===== src/rtl/counter_scheduler_pkg.sv =====
// Shared types and default sizing for the counter scheduler.
package counter_sched_pkg;

  localparam int DEF_NUM_REQ   = 4;
  localparam int DEF_CNT_WIDTH = 4;

  typedef enum logic [1:0] {
    ST_IDLE = 2'd0,
    ST_RUN  = 2'd1,
    ST_DONE = 2'd2
  } state_e;

endpackage


===== src/rtl/counter_scheduler_if.sv =====
// Client-side bundle of the counter scheduler: requests and targets in,
// grant/busy/count/done back out.
interface counter_scheduler_if #(
  parameter int NUM_REQ   = counter_sched_pkg::DEF_NUM_REQ,
  parameter int CNT_WIDTH = counter_sched_pkg::DEF_CNT_WIDTH
);

  logic [NUM_REQ-1:0]           req;
  logic [NUM_REQ*CNT_WIDTH-1:0] target;
  logic [NUM_REQ-1:0]           grant;
  logic                         busy;
  logic [CNT_WIDTH-1:0]         count;
  logic [NUM_REQ-1:0]           done;

  modport master (output req, target, input grant, busy, count, done);
  modport slave  (input req, target, output grant, busy, count, done);

endinterface


===== src/rtl/counter_scheduler_rr_arbiter.sv =====
// Combinational round-robin arbiter: picks the first set request at or
// above ptr, searching upward with wrap. Independent of the scheduler.
module rr_arbiter #(
  parameter int  N  = 4,
  localparam int IW = $clog2(N)
) (
  input  logic [N-1:0]  req,
  input  logic [IW-1:0] ptr,
  output logic [N-1:0]  gnt,
  output logic [IW-1:0] idx,
  output logic          valid
);

  logic [IW:0]   jw;
  logic [IW-1:0] j;

  // Scan N positions starting at ptr; the first hit wins.
  always_comb begin
    gnt   = '0;
    idx   = '0;
    valid = 1'b0;
    jw    = '0;
    j     = '0;
    for (int i = 0; i < N; i++) begin
      jw = {1'b0, ptr} + (IW+1)'(i);
      if (jw >= (IW+1)'(N)) jw = jw - (IW+1)'(N);
      j = jw[IW-1:0];
      if (!valid && req[j]) begin
        valid  = 1'b1;
        gnt[j] = 1'b1;
        idx    = j;
      end
    end
  end

endmodule


===== src/rtl/counter_scheduler.sv =====
// Time-shares one up-counter among NUM_REQ requesters with round-robin
// arbitration. Optional feature macro: COUNTER_SCHEDULER_ABORT_EN (owner
// dropping req during RUN abandons the job without a done pulse).
//
//   state   | meaning
//   --------+-----------------------------------------------------
//   IDLE    | no owner; arbitrate on req, grant at next edge
//   RUN     | counting from 0 up to the latched target
//   DONE    | count == target; done pulse to owner for one cycle
module counter_scheduler
  import counter_sched_pkg::*;
#(
  parameter int NUM_REQ   = DEF_NUM_REQ,
  parameter int CNT_WIDTH = DEF_CNT_WIDTH
) (
  input logic               clk,
  input logic               rst,
  counter_scheduler_if.slave bus
);

  localparam int IW = $clog2(NUM_REQ);

  state_e               state_q, state_d;
  logic [NUM_REQ-1:0]   grant_q, grant_d;
  logic [NUM_REQ-1:0]   done_q, done_d;
  logic                 busy_q, busy_d;
  logic [CNT_WIDTH-1:0] count_q, count_d;
  logic [CNT_WIDTH-1:0] tgt_q, tgt_d;
  logic [IW-1:0]        ptr_q, ptr_d;
  logic [IW-1:0]        owner_q, owner_d;

  logic [NUM_REQ-1:0]   win_gnt;
  logic [IW-1:0]        win_idx;
  logic                 win_valid;
  logic [IW-1:0]        ptr_nxt;
  logic [CNT_WIDTH-1:0] tgt_arr [NUM_REQ];

  rr_arbiter #(.N(NUM_REQ)) u_arb (
    .req   (bus.req),
    .ptr   (ptr_q),
    .gnt   (win_gnt),
    .idx   (win_idx),
    .valid (win_valid)
  );

  // Split the flat target bus into per-requester slices.
  always_comb begin
    for (int i = 0; i < NUM_REQ; i++) begin
      tgt_arr[i] = bus.target[i*CNT_WIDTH +: CNT_WIDTH];
    end
  end

  // The owner just served drops to lowest priority.
  assign ptr_nxt = (owner_q == IW'(NUM_REQ-1)) ? '0 : owner_q + 1'b1;

  // Next-state, counter and output-register logic.
  always_comb begin
    state_d = state_q;
    grant_d = grant_q;
    done_d  = '0;
    busy_d  = busy_q;
    count_d = count_q;
    tgt_d   = tgt_q;
    ptr_d   = ptr_q;
    owner_d = owner_q;
    case (state_q)
      ST_IDLE: begin
        if (win_valid) begin
          state_d = ST_RUN;
          grant_d = win_gnt;
          busy_d  = 1'b1;
          count_d = '0;
          tgt_d   = tgt_arr[win_idx];
          owner_d = win_idx;
        end
      end
      ST_RUN: begin
        // Terminal count wins over an abort seen in the same cycle.
        if (count_q == tgt_q) begin
          state_d = ST_DONE;
          done_d  = grant_q;
        end
`ifdef COUNTER_SCHEDULER_ABORT_EN
        else if (!bus.req[owner_q]) begin
          state_d = ST_IDLE;
          grant_d = '0;
          busy_d  = 1'b0;
          ptr_d   = ptr_nxt;
        end
        else begin
          count_d = count_q + 1'b1;
        end
`else
        else begin
          count_d = count_q + 1'b1;
        end
`endif
      end
      ST_DONE: begin
        state_d = ST_IDLE;
        grant_d = '0;
        busy_d  = 1'b0;
        ptr_d   = ptr_nxt;
      end
      default: begin
        state_d = ST_IDLE;
        grant_d = '0;
        busy_d  = 1'b0;
      end
    endcase
  end

  // State and output registers; reset discards any job in flight.
  always_ff @(posedge clk or posedge rst) begin
    if (rst) begin
      state_q <= ST_IDLE;
      grant_q <= '0;
      done_q  <= '0;
      busy_q  <= 1'b0;
      count_q <= '0;
      tgt_q   <= '0;
      ptr_q   <= '0;
      owner_q <= '0;
    end else begin
      state_q <= state_d;
      grant_q <= grant_d;
      done_q  <= done_d;
      busy_q  <= busy_d;
      count_q <= count_d;
      tgt_q   <= tgt_d;
      ptr_q   <= ptr_d;
      owner_q <= owner_d;
    end
  end

  assign bus.grant = grant_q;
  assign bus.done  = done_q;
  assign bus.busy  = busy_q;
  assign bus.count = count_q;

endmodule


===== src/flat_wrapper.sv =====
// flat-port wrapper written by rule: the top's interface ports become plain ports
module counter_scheduler_flat import counter_sched_pkg::*;
#(
  parameter int NUM_REQ   = DEF_NUM_REQ,
  parameter int CNT_WIDTH = DEF_CNT_WIDTH
)
  (clk, rst, bus_req, bus_target, bus_grant, bus_busy, bus_count, bus_done);
  counter_scheduler_if #(.NUM_REQ(NUM_REQ), .CNT_WIDTH(CNT_WIDTH)) bus_i ();
  input logic clk;
  input logic rst;
  input wire logic [$bits(bus_i.req)-1:0] bus_req;
  input wire logic [$bits(bus_i.target)-1:0] bus_target;
  output wire logic [$bits(bus_i.grant)-1:0] bus_grant;
  output wire logic [$bits(bus_i.busy)-1:0] bus_busy;
  output wire logic [$bits(bus_i.count)-1:0] bus_count;
  output wire logic [$bits(bus_i.done)-1:0] bus_done;
  assign bus_i.req = bus_req;
  assign bus_i.target = bus_target;
  assign bus_grant = bus_i.grant;
  assign bus_busy = bus_i.busy;
  assign bus_count = bus_i.count;
  assign bus_done = bus_i.done;
  counter_scheduler #(.NUM_REQ(NUM_REQ), .CNT_WIDTH(CNT_WIDTH)) u_core (.clk(clk), .rst(rst), .bus(bus_i));
endmodule

===== config.mk =====
export PLATFORM = sky130hd
export DESIGN_NAME = counter_scheduler_flat
export DESIGN_NICKNAME = d
export VERILOG_FILES = /design/src/rtl/counter_scheduler_pkg.sv /design/src/rtl/counter_scheduler_if.sv /design/src/rtl/counter_scheduler_rr_arbiter.sv /design/src/rtl/counter_scheduler.sv /design/src/flat_wrapper.sv
export SDC_FILE = /design/constraint.sdc
export NUM_CORES = 1
export LEC_CHECK = 0
export CAP_MARGIN = 25
export CORE_AREA = 2 2 70 72
export DETAILED_ROUTE_END_ITERATION = 7
export DIE_AREA = 0 0 72 74
export PLACE_DENSITY_LB_ADDON = 0.15
export SLEW_MARGIN = 40
export SYNTH_ARGS = -nofsm -noshare
export SYNTH_HDL_FRONTEND = slang
export SYNTH_HIERARCHICAL = 1
export SYNTH_SLANG_ARGS = --single-unit

===== constraint.sdc =====
create_clock -name clk -period 2.58 [get_ports clk]
set_input_delay 0.516 -clock clk [delete_from_list [all_inputs] [get_ports clk]]
set_output_delay 0.516 -clock clk [all_outputs]
set_load 0.02 [all_outputs]

==> results.py <==
metrics = {
    "synthesis": {
        "async_reset_ff_share_pct": 100.0,
        "syn_inst": 143,
        "avgSynthCellArea_sq_um": 10.62,
        "synth-main-ff-cell": "dfrtp_1",
        "synth-seq-cells": 23,
        "synth_edf_count": 0,
        "yosysSeqAreaShare_pct": 37.89,
        "yosys.cell_types.count": 33,
        "yosysWarnings": 6,
        "synth.cell_area_sq_um": 1519,
        "syn_nets": 172,
    },
    "critical_path": {
        "cp-end-kind": "flop",
        "reg2reg_depth": 10,
        "cp_max_fo": 5,
        "critPathLaunchType": "input port",
        "cp-startpoint": "bus_req[3]",
        "reg2reg_setup_slack_ps": 130,
        "r2r-start": "u_core/ptr_q[1]",
        "worstPathArrival_ps": 2640,
        "worst-setup-path-type": "input port to flop",
        "endpoint": "u_core/tgt_q[3]",
        "required_ps": 2740,
        "worst_r2r_endpoint": "u_core/tgt_q[3]",
    },
    "clock_network": {
        "cts_buffer_depth": 2,
        "cts_hold_buf": 0,
        "path_clk_slew_ps": 80,
        "cts.sinks": 23,
        "root_buffer": "clkbuf_8",
        "clk_latency_ps": 260,
        "htree_levels": 1,
        "numCtsBuffers": 3,
        "cts_tree": "built",
    },
    "detailed_routing": {
        "drtPass1Iterations": 4,
        "wl_um": 3327,
        "drc_errors": 0,
        "wl_per_cell_um": 12.95,
        "vias_per_cell": 4.961,
        "dr.first_iter.drc_count": 75,
        "vias": 1275,
        "postRouteAntennaNets": 0,
    },
    "place": {
        "routabilityCongestion": 0.8097,
        "dp_hpwl_um": 2679,
        "placed_cells": 249,
        "io_buffers": 34,
    },
    "run": {
        "maxCapViolCount": 0,
    },
    "global_routing": {
        "first_global_vias": 1329,
        "use_met3_pct": 2.981,
        "grt_util_met2_pct": 25.10,
        "met1_usage_pct": 16.54,
        "busiest_layer": "met2",
        "grt_start_max_net_pins": 24,
        "antenna_found_initial": 0,
        "overflow": 0,
        "grt_pass1_wl_um": 5720,
        "grt.total_usage_pct": 13.52,
    },
    "sta": {
        "post-route-period-util_pct": 96.12,
        "max_freq_ghz": 0.4032,
        "fin_worst_skew_ps": 4.381,
        "fin_crit_ps": 2480,
        "relSlewSlack_pct": 72.67,
        "maxSlewViolCount": 0,
        "rsz0062_at_grt": "false",
        "fin_hold_ws_ps": 494.9,
        "tightest_slew_ps": 410.0,
        "setup_viol": 0,
        "hold_viol_final": 0,
    },
    "power_and_ir_drop": {
        "p_per_area_nw_per_um2": 1222,
        "p_comb_share_pct": 67.9,
        "pwr-share-seq_pct": 24.2,
        "power.share.clock_pct": 7.9,
        "leakage_nw": 0.9906,
        "ir_drop_mv": 0.4189,
        "netSwitchingFraction_pct": 40.70,
        "switching_power_mw": 1.100,
        "power.internal_mw": 1.602,
    },
    "die": {
        "fp.dieH_um": 74,
        "dieArea_sq_um": 5328,
        "core_area_sq_um": 4598,
        "start_util_pct": 33.03,
        "fp.dieW_um": 72,
        "core.rowCount": 25,
        "ioPinCount": 35,
    },
    "finish": {
        "diodes": 0,
        "syn_to_final_growth_pct": 45.55,
        "stdcell_count": 257,
        "fin_nets": 233,
        "final_layout_size_suffix_gt1_share_pct": 26.60,
        "num-fill-cells": 429,
    },
    "status": {
        "outcome": "finished, final reports clean",
    },
    "min_path": {
        "min_path_type": "flop to flop",
    },
}
==> power by group through the flow <==
stage | logic, mW | registers [mW] | clock network, mW
finish | 1.83 | 0.653 | 0.214
detailed placement | 1.72 | 0.663 | 0
CTS | 1.83 | 0.655 | 0.225
floorplan | 1.11 | 0.699 | 0
global route | 2.00 | 0.676 | 0.245
global placement | 1.66 | 0.657 | 0
==> routing by layer <==
metal  routed length, um  share of wire, %  vias to the layer above
met2                1727                52                       32
met3                 116               3.5                        0
met1                1482                45                      612
met5                   0                 0                        -
met4                   0                 0                        0
li1                    -                 -                      631
==> registers in the layout, indices dropped and copies added, names as in the netlist <==
register / flops
u_core/state_q: 2
u_core/owner_q: 2
u_core/bus.done: 4
u_core/bus.count: 4
u_core/tgt_q: 4
u_core/ptr_q: 2
u_core/bus.grant: 4
u_core/bus.busy: 1
==> repair_timing <==
item / 4_1_cts / 5_1_grt
gates cloned: 0 / 0
gates resized for setup: 14 / 4
setup endpoints to repair: 16 / 9
pin swaps: 4 / 0
buffers inserted: 4 / 0
==> critical path: stages <==
cell           delay [ps]
dlygate4sd2_1         260
buf_4                 150
mux4_2                510
buf_6                 160
nor4b_4               290
nor2_1                 60
a32o_2                270
mux4_2                290
nand2_1                80
nand2_1                50
==> worst min path at each step <==
stage                           start           endpoint  slack (ps)  cells after the start
floorplan           u_core/owner_q[1]  u_core/owner_q[1]         450                      2
global placement    u_core/owner_q[1]  u_core/owner_q[1]         470                      2
detailed placement    u_core/tgt_q[0]    u_core/tgt_q[0]         480                      2
CTS                 u_core/owner_q[0]    u_core/ptr_q[0]         500                      1
global route        u_core/owner_q[0]    u_core/ptr_q[0]         520                      1
finish              u_core/owner_q[0]    u_core/ptr_q[0]         490                      1
==> layout make-up <==
class	instances	area, sq um	share of cell area [%]
clock buffers	4	45.04	2.037
multi-input cells	108	914.6	41.37
well taps	54	67.56	3.056
flip-flops and latches	23	578.1	26.15
inverters	5	21.27	0.9621
repair buffers	63	584.3	26.43
==> cell usage in the layout (no fill, tap or decap), drive strengths merged, types with 5 or more instances in the layout <==
master         instances
a22oi                  8
buf                   29
clkdlybuf4s50         30
dfrtp                 23
ha                     7
inv                    5
mux2i                 10
mux4                   8
nand2                 25
nand2b                 6
nor2                  12
o21ai                  5
==> synthesized netlist by cell type (3+ instances only) <==
library cell,instances,area share (%)
a22oi_1,8,4.0
and2_1,4,1.6
buf_6,3,2.2
dfrtp_1,23,38
ha_1,7,5.8
inv_1,5,1.2
mux2i_1,10,6.6
mux4_1,3,5.2
mux4_2,5,7.4
nand2_1,25,6.2
nand2b_1,6,2.5
nor2_1,11,2.7
o21ai_0,5,1.6
xnor2_1,4,2.3
==> through the flow <==
stage          utilization [%]  area (sq um)  total power, mW  setup slack [ps]  TNS (ps)
2_1_floorplan                -          1530            1.807             3.141         0
3_3_place_gp             45.31          2083            2.315            -703.1     -6252
3_5_place_dp             45.42          2088            2.378            -494.3     -6447
4_1_cts                  47.76          2196            2.708             72.61         0
5_1_grt                  48.08          2211            2.918             12.06         0
6_report                 48.08          2211            2.702             100.1         0
==> logic make-up (layout without fill, tap and decap cells) <==
kind of cell,after synthesis,in the layout,share of synthesized area (%)
flip-flops,23,23,37.89
AND/OR/NAND/NOR,56,56,19.03
adder cells (fa/ha/maj),7,7,5.766
AO/OA/AOI/OAI,21,21,9.473
buffers and inverters,12,72,4.860
XOR/XNOR,4,4,2.306
multiplexers,20,20,20.68
(Power assumes the default switching activity.)
